===== src/rtl/i2s_tx_sched.sv =====
// ============================================================================
//  Module      : i2s_tx_sched
//  Description : Sample scheduler in front of an I2S transmitter. Arbitrates
//                between a streaming audio source (src0) and a priority
//                alert/tone source (src1), buffers accepted stereo words in a
//                small FIFO and presents one word per transmitter request.
//                Handles start-up prefill, underrun fill and mute-on-disable.
//  Options     : `define I2S_TX_SCHED_UNDERRUN_REPEAT_EN to repeat the last
//                popped word on underrun instead of sending silence.
//  Revision    : 1.0 - initial release
// ============================================================================
`default_nettype none

module i2s_tx_sched #(
    parameter int G_DATA_WIDTH      = 16,
    parameter int G_FIFO_DEPTH_LOG2 = 2
) (
    input  logic                           i_mclk,
    input  logic                           i_mclk_rst,
    input  logic                           i_enable,
    input  logic                           i_src0_valid,
    input  logic [2*G_DATA_WIDTH-1:0]      i_src0_data,
    output logic                           o_src0_ready,
    input  logic                           i_src1_valid,
    input  logic [2*G_DATA_WIDTH-1:0]      i_src1_data,
    output logic                           o_src1_ready,
    input  logic                           i_tx_ready,
    output logic [2*G_DATA_WIDTH-1:0]      o_tx_data,
    output logic [G_FIFO_DEPTH_LOG2:0]     o_fifo_level,
    output logic [15:0]                    o_underrun_cnt,
    output logic                           o_running
);

    localparam int c_w2        = 2 * G_DATA_WIDTH;
    localparam int c_depth     = 1 << G_FIFO_DEPTH_LOG2;
    // Pointers need at least one bit even for a single-entry FIFO.
    localparam int c_aw        = (G_FIFO_DEPTH_LOG2 > 0) ? G_FIFO_DEPTH_LOG2 : 1;
    localparam int c_mem_words = 1 << c_aw;
    localparam int c_lw        = G_FIFO_DEPTH_LOG2 + 1;

    localparam logic [c_lw-1:0] c_full_level = c_lw'(c_depth);
    // Half-full prefill threshold; a single-entry FIFO starts after one word.
    localparam logic [c_lw-1:0] c_prefill_th =
        (G_FIFO_DEPTH_LOG2 == 0) ? c_lw'(1) : c_lw'(c_depth / 2);
    localparam logic [c_aw-1:0] c_last_ptr   = c_aw'(c_depth - 1);

    localparam logic [1:0] S_IDLE    = 2'd0;
    localparam logic [1:0] S_PREFILL = 2'd1;
    localparam logic [1:0] S_RUN     = 2'd2;

    logic [1:0]        r_state;
    logic [c_aw-1:0]   r_wr_ptr;
    logic [c_aw-1:0]   r_rd_ptr;
    logic [c_lw-1:0]   r_level;
    logic [c_w2-1:0]   r_tx_data;
    logic [15:0]       r_underrun_cnt;
    logic [c_w2-1:0]   r_mem [c_mem_words];

    logic              w_full;
    logic              w_empty;
    logic              w_active;
    logic              w_grant0;
    logic              w_grant1;
    logic              w_push;
    logic [c_w2-1:0]   w_push_data;
    logic              w_pop;
    logic              w_underrun;
    logic [c_w2-1:0]   w_filler;
    logic [c_aw-1:0]   w_wr_ptr_nxt;
    logic [c_aw-1:0]   w_rd_ptr_nxt;

    // Full/empty and grants come from registered level/state only, so a pop
    // in the same cycle never frees a slot for a push.
    assign w_full      = (r_level == c_full_level);
    assign w_empty     = (r_level == '0);
    assign w_active    = (r_state != S_IDLE);
    assign w_grant1    = i_src1_valid & ~w_full & w_active;
    assign w_grant0    = i_src0_valid & ~w_full & w_active & ~i_src1_valid;
    assign w_push      = w_grant0 | w_grant1;
    assign w_push_data = w_grant1 ? i_src1_data : i_src0_data;
    assign w_pop       = (r_state == S_RUN) & i_tx_ready & ~w_empty;
    // A word pushed into an empty FIFO this cycle is not bypassed: still an underrun.
    assign w_underrun  = (r_state == S_RUN) & i_tx_ready & w_empty;

    assign w_wr_ptr_nxt = (r_wr_ptr == c_last_ptr) ? '0 : r_wr_ptr + c_aw'(1);
    assign w_rd_ptr_nxt = (r_rd_ptr == c_last_ptr) ? '0 : r_rd_ptr + c_aw'(1);

`ifdef I2S_TX_SCHED_UNDERRUN_REPEAT_EN
    // The presented word only changes on a pop, an underrun fill (which
    // repeats it) or a flush to zero, so it always equals the last popped word.
    assign w_filler = r_tx_data;
`else
    assign w_filler = '0;
`endif

    // FIFO storage; contents need no reset since level/pointers qualify them.
    always_ff @(posedge i_mclk) begin
        if (w_push) begin
            r_mem[r_wr_ptr] <= w_push_data;
        end
    end

    // Control state, FIFO pointers/level, presented word and underrun counter.
    always_ff @(posedge i_mclk) begin
        if (i_mclk_rst) begin
            r_state        <= S_IDLE;
            r_wr_ptr       <= '0;
            r_rd_ptr       <= '0;
            r_level        <= '0;
            r_tx_data      <= '0;
            r_underrun_cnt <= '0;
        end else if (!i_enable) begin
            // Mute and flush; the underrun statistic survives a disable.
            r_state   <= S_IDLE;
            r_wr_ptr  <= '0;
            r_rd_ptr  <= '0;
            r_level   <= '0;
            r_tx_data <= '0;
        end else begin
            if (w_push) begin
                r_wr_ptr <= w_wr_ptr_nxt;
            end
            if (w_pop) begin
                r_rd_ptr  <= w_rd_ptr_nxt;
                r_tx_data <= r_mem[r_rd_ptr];
            end
            r_level <= r_level + c_lw'(w_push) - c_lw'(w_pop);

            if (w_underrun) begin
                r_tx_data <= w_filler;
                if (r_underrun_cnt != 16'hFFFF) begin
                    r_underrun_cnt <= r_underrun_cnt + 16'd1;
                end
            end

            case (r_state)
                S_IDLE: begin
                    r_state <= S_PREFILL;
                end
                S_PREFILL: begin
                    if (r_level >= c_prefill_th) begin
                        r_state <= S_RUN;
                    end
                end
                S_RUN: begin
                    if (w_underrun) begin
                        r_state <= S_PREFILL;
                    end
                end
                default: begin
                    r_state <= S_IDLE;
                end
            endcase
        end
    end

    assign o_src0_ready   = w_grant0;
    assign o_src1_ready   = w_grant1;
    assign o_tx_data      = r_tx_data;
    assign o_fifo_level   = r_level;
    assign o_underrun_cnt = r_underrun_cnt;
    assign o_running      = (r_state == S_RUN);

endmodule

`default_nettype wire


===== config.mk =====
export PLATFORM = sky130hd
export DESIGN_NAME = i2s_tx_sched
export DESIGN_NICKNAME = d
export VERILOG_FILES = /design/src/rtl/i2s_tx_sched.sv
export SDC_FILE = /design/constraint.sdc
export NUM_CORES = 1
export LEC_CHECK = 0
export ABC_CLOCK_PERIOD_IN_PS = 3100
export CORE_MARGIN = 5
export CORE_UTILIZATION = 55
export CTS_BUF_LIST = sky130_fd_sc_hd__clkbuf_2
export CTS_CLUSTER_SIZE = 25
export DETAILED_ROUTE_END_ITERATION = 8
export HOLD_SLACK_MARGIN = 0.1
export PLACE_DENSITY_LB_ADDON = 0.15
export SYNTH_ARGS = -nofsm -noshare
export SYNTH_HDL_FRONTEND = slang
export SYNTH_SLANG_ARGS = --single-unit

===== constraint.sdc =====
create_clock -name i_mclk -period 3.1 [get_ports i_mclk]
set_clock_uncertainty 0.15 [all_clocks]
set_input_delay 0.775 -clock i_mclk [delete_from_list [all_inputs] [get_ports i_mclk]]
set_output_delay 0.775 -clock i_mclk [all_outputs]
set_load 0.05 [all_outputs]

### Word level (Yosys, flattened, before mapping)

Memory sizes are Yosys's and may differ from the RTL's. A register that Yosys moved wholly into a read port is not among the register bits.
Index checks and enable logic that the tools add are counted.

| operators by class | value |
|---|---|
| order comparisons | 1 |
| divide/modulo/power cells | 0 |
| bitwise operators | 13 |
| reductions and logical operators | 7 |
| add/subtract/negate cells | 5 |
| multiplexer cells | 8 |
| multiply operators | 0 |
| equal/unequal tests | 8 |
| shift-type cells | 0 |

Operator list:

| operator | count |
|---|---|
| $mux W32 | 1 |
| $add A16 B1 Y16 const B | 1 |
| $ne A16 B16 Y1 const B | 1 |
| $and A1 B1 Y1 | 8 |
| $mux W2 | 4 |
| $eq A2 B2 Y1 const B | 3 |
| $pmux W2 S3 | 1 |
| $add A2 B1 Y2 const B | 2 |
| $not A1 Y1 | 4 |
| $add A3 B1 Y3 | 1 |
| $eq A3 B3 Y1 const B | 1 |
| $ge A3 B2 Y1 const B | 1 |
| $logic_not A3 Y1 | 1 |
| $reduce_and A3 Y1 | 1 |
| $reduce_or A3 Y1 | 1 |
| $sub A3 B1 Y3 | 1 |
| $eq A2 B1 Y1 const B | 1 |
| $logic_not A2 Y1 | 1 |
| $mux W1 | 2 |
| $ne A2 B1 Y1 const B | 1 |
| $ne A2 B2 Y1 const B | 1 |
| $reduce_and A2 Y1 | 1 |
| $reduce_bool A2 Y1 | 1 |
| $reduce_or A2 Y1 | 1 |
| $or A1 B1 Y1 | 1 |

| storage, ports and cells | value |
|---|---|
| memory bits (writable) | 128 |
| output and inout port bits | 54 |
| bits in latches | 0 |
| ROM bits | 0 |
| input port bits | 70 |
| memories kept | 1 |
| logic and storage cells | 48 |
| register bits | 25 |

Memories:

| name | depth | width | read ports | clocked after memory_dff | write ports | line | RTL |
|---|---|---|---|---|---|---|---|
| r_mem | 4 | 32 | 1 | 1 | 1 | 57 | `logic [c_w2-1:0] r_mem [c_mem_words];` |

### Depth between registers and ports, before layout

| logic depth | value |
|---|---|
| word-level depth | 8 |
| mapped depth | 11 |
| depth with buffers taken out | 10 |

### Worst setup path after synthesis

No wires, ideal clock.

| path | value |
|---|---|
| kind | input-to-reg |
| from | in i_tx_ready |
| to | reg r_level[2], in the netlist o_fifo_level[2] |
| stages | 11 |
| library setup time | 0.126 ns |
| data required time | 2.824 ns |
| arrival time | 2.630 ns |
| buffers on the path | 1 |
| path slack | 0.194 ns |
| path through | and3b_1 > clkbuf_1 > nand2_1 > clkinv_1 > ha_1 > inv_1 > ha_1 > inv_1 > fa_1 > xnor2_1 > nor2_1 |

| between the ends | value |
|---|---|
| longest elaborated chain between the ends | 3 |

Ends and longest elaborated chain:

| item | line | RTL |
|---|---|---|
| from (decl) | 27 | `input logic i_tx_ready,` |
| $and A1 B1 Y1 (2 in series) | 81 | `assign w_pop = (r_state == S_RUN) & i_tx_ready & ~w_empty;` |
| via w_pop | 66 | `logic w_pop;` |
| $sub A3 B1 Y3 | 127 | `r_level <= r_level + c_lw'(w_push) - c_lw'(w_pop);` |
| to (signal assigned) | 127 |  |
| to (decl) | 54 | `logic [c_lw-1:0] r_level;` |

The timed path passes the listed nets, and every way through them passes these cells.
A chain may end at the register's enable or synchronous reset.

### Worst setup path after layout

| path | value |
|---|---|
| from | reg r_underrun_cnt[2], in the netlist o_underrun_cnt[2] |
| to | out o_underrun_cnt[2] |

RTL lines:

| item | line | RTL |
|---|---|---|
| from (decl) | 56 | `logic [15:0] r_underrun_cnt;` |
| from (signal assigned) | 132 | `r_underrun_cnt <= r_underrun_cnt + 16'd1;` |
| to (decl) | 30 | `output logic [15:0] o_underrun_cnt,` |

No word-level cell between the ends.

==> results.toml <==
[setup_path]
crit_path_max_incr_delay_ns = 0.84
cp-startpoint = "o_underrun_cnt[2]"
r2r_slack_ns = 0.66
timing.critical_path.required_ns = 2.17
r2r.worst_path.cells = 10
arrival_ns = 2.05
endpoint = "o_underrun_cnt[2]"
slowest_stage = "sky130_fd_sc_hd__clkdlybuf4s50_1"
critical_path.max_fanout = 7
crit-reg2reg-launch = "o_fifo_level[2]"
timing.critical_path.depth = 1
cp.buffers_inverters = 1
crit-reg2reg-capture = "o_fifo_level[2]"
worstPathCellList = "clkdlybuf4s50_1"
worst_path_dominant_cell_family = "buffers and inverters"
crit_path_start_kind = "flop"
crit_path_end_kind = "primary output"
critical_path_start_end_classification = "reg -> out"

[synthesis]
post_synthesis_net_count = 542
yosysSeqAreaShare = 0.670
post_synth_num_cell_types = 40
synth_warnings = 0
dominantRegCellSynth = "sky130_fd_sc_hd__edfxtp_1"
yosys-top-cells-area = "sky130_fd_sc_hd__edfxtp_1 (52%), sky130_fd_sc_hd__dfxtp_1 (15%), sky130_fd_sc_hd__mux4_2 (9.7%)"
synth_area_mm2 = 0.00744
ys_seq_elements = 185
asyncSetResetFlopFracSynth = 0
yosysTopAreaCellShare = 0.516
synthCells = 462
synthDominantAreaCellType = "sky130_fd_sc_hd__edfxtp_1"
synth_edf_count = 128
syn_avg_cell_area_um2 = 16.1

[floorplan]
vertical_die_dimension_um = 126
io_pins = 124
fp.dieArea_mm2 = 0.0160
core_mm2 = 0.0132
die_w_um = 126
num_rows = 42
floorplan.initialDensity = 0.562

[timing]
finalWorstPathRequiredPeriod_ns = 2.98
worst-slew-pin-transition_ns = 0.942
clock.fmax_mhz = 336
period_share = 0.961
rsz_0062_raised_after_global_routing = "false"
timing.final.ws_setup_ns = 0.121
finalMaxSlewViolations = 0
timing_hold_violations_final = 0
fin_worst_hold_slack_ns = 0.323
fin_setup_tns_ns = 0
finalSetupViolations = 0
relSlewSlack = 0.372

[place]
dp_hpwl_um = 10100
dp_slack_ns = -0.00870
numPortBuffers = 123
dpl.cell_count = 758
placement.cell_area_mm2 = 0.00900
gp_routability_congestion = 0.855

[outcome]
run_status = "finished, final reports clean"

[grt]
grt-ovfl-total = 0
track_usage = 0.195
grt_pass1_vias = 4716
largest_net_degree_at_the_start_of_global_routing = 36
antenna_found_initial = 0
wire_length_of_the_first_global_routing_pass_um = 24300

[cts]
root_buffer = "sky130_fd_sc_hd__clkbuf_2"
tritoncts.num_buffers = 17
cts_hold_fix_bufs = 0
cts-root-to-sink-buffers = 2
insertion_delay_ns = 0.72
tritoncts = "built"
path_clk_slew_ns = 0.23
cts_num_sinks = 185
h-tree-depth = 4

[finish]
area_delta_synth_final_pct = 25.0
ratio_of_cells_with_drive_above_1_in_the_final_layout = 0.264
finalNetCount = 681
stdcell_area_mm2 = 0.00931
layout.cells.most_common_list = "sky130_fd_sc_hd__edfxtp_1 (128), sky130_fd_sc_hd__clkdlybuf4s50_1 (113), sky130_fd_sc_hd__dfxtp_1 (54)"
fin_cells = 790
final_util = 0.703
layout_commonest_cell = "sky130_fd_sc_hd__edfxtp_1"
antenna-diode-count = 0

[detailed_routing]
vias_per_cell = 5.83
final_antenna_violating_net_count = 0
dr.first_iter.drc_count = 313
drt_first_pass_iters = 4
wl_per_cell_um = 19.3
detailroute.via_count = 4607
drc = 0
routed_wirelength_um = 15200

[hold_path]
hold_path_class = "reg -> reg"

[pwr]
power_leakage_nw = 3.15
design_power_total_mw = 4.38
powerDensity_mw_per_mm2 = 471
worst_case_vdd_ir_drop_mv = 0.320

[flow_run]
maxCapViolCount = 0
power by group:
group	switching, mW	internal (mW)
combinational	0.134	0.163
sequential	0.0121	2.69
clock	0.778	0.605
total	0.924	3.46
state kept, by name, indices dropped and copies added (netlist names):
register,flops
r_mem,128
r_rd_ptr,2
r_wr_ptr,2
o_tx_data,32
o_fifo_level,3
r_state,2
o_underrun_cnt,16
kinds of logic (layout without fill, tap and decap cells):
family | after synthesis | in the layout | share of synthesized area
buf+inv | 39 | 191 | 0.0203
fa+ha+maj | 10 | 10 | 0.0178
flops | 185 | 185 | 0.670
mux | 69 | 69 | 0.152
xor+xnor | 1 | 1 | 0.00118
simple gates | 90 | 90 | 0.0664
compound gates | 68 | 68 | 0.0721
worst min-delay path by stage:
stage | start | to | slack, ns | cells past startpoint
floorplan | r_wr_ptr[1] | r_wr_ptr[1] | 0.36 | 2
global placement | o_tx_data[30] | o_tx_data[30] | 0.30 | 2
detailed placement | o_tx_data[28] | o_tx_data[28] | 0.30 | 2
CTS | o_tx_data[28] | o_tx_data[28] | 0.32 | 2
global route | o_tx_data[28] | o_tx_data[28] | 0.34 | 2
finish | o_tx_data[28] | o_tx_data[28] | 0.32 | 2
metal layers:
metal,share of wire,GRT usage
met1,0.42,0.254
met2,0.50,0.327
met4,0.010,0.0555
met5,0,0
met3,0.066,0.0504
what timing repair did:
| action | in CTS | in global routing |
|---|---|---|
| pin swaps | 0 | 0 |
| endpoints found under the hold margin | 0 | 0 |
| buffers inserted | 0 | 0 |
| resized for setup | 4 | 6 |
| endpoints found under the setup margin | 4 | 6 |
cell type report:
| cell class | count | area [um2] |
|---|---|---|
| clock buffer | 18 | 90.1 |
| clock inverter | 14 | 201 |
| fill | 908 | 3940 |
| inverter | 13 | 48.8 |
| multi-input combinational | 238 | 2330 |
| sequential | 185 | 4990 |
| tap | 176 | 220 |
| timing repair buffer | 146 | 1430 |
synth_stat cells, drive strengths merged, types with 2 or more instances:
| cell type | n |
|---|---|
| a211oi | 2 |
| a21oi | 23 |
| and2 | 6 |
| and3 | 2 |
| and3b | 2 |
| and4 | 2 |
| buf | 9 |
| clkbuf | 17 |
| dfxtp | 57 |
| edfxtp | 128 |
| ha | 9 |
| inv | 12 |
| mux2 | 34 |
| mux2i | 3 |
| mux4 | 32 |
| nand2 | 22 |
| nand2b | 2 |
| nand3 | 7 |
| nand4 | 6 |
| nor2 | 15 |
| nor2b | 3 |
| nor3 | 4 |
| nor4 | 2 |
| o21ai | 7 |
| o221a | 26 |
| o31ai | 8 |
| or3 | 4 |
| or4 | 8 |
Power figures use the tool's default switching activity.
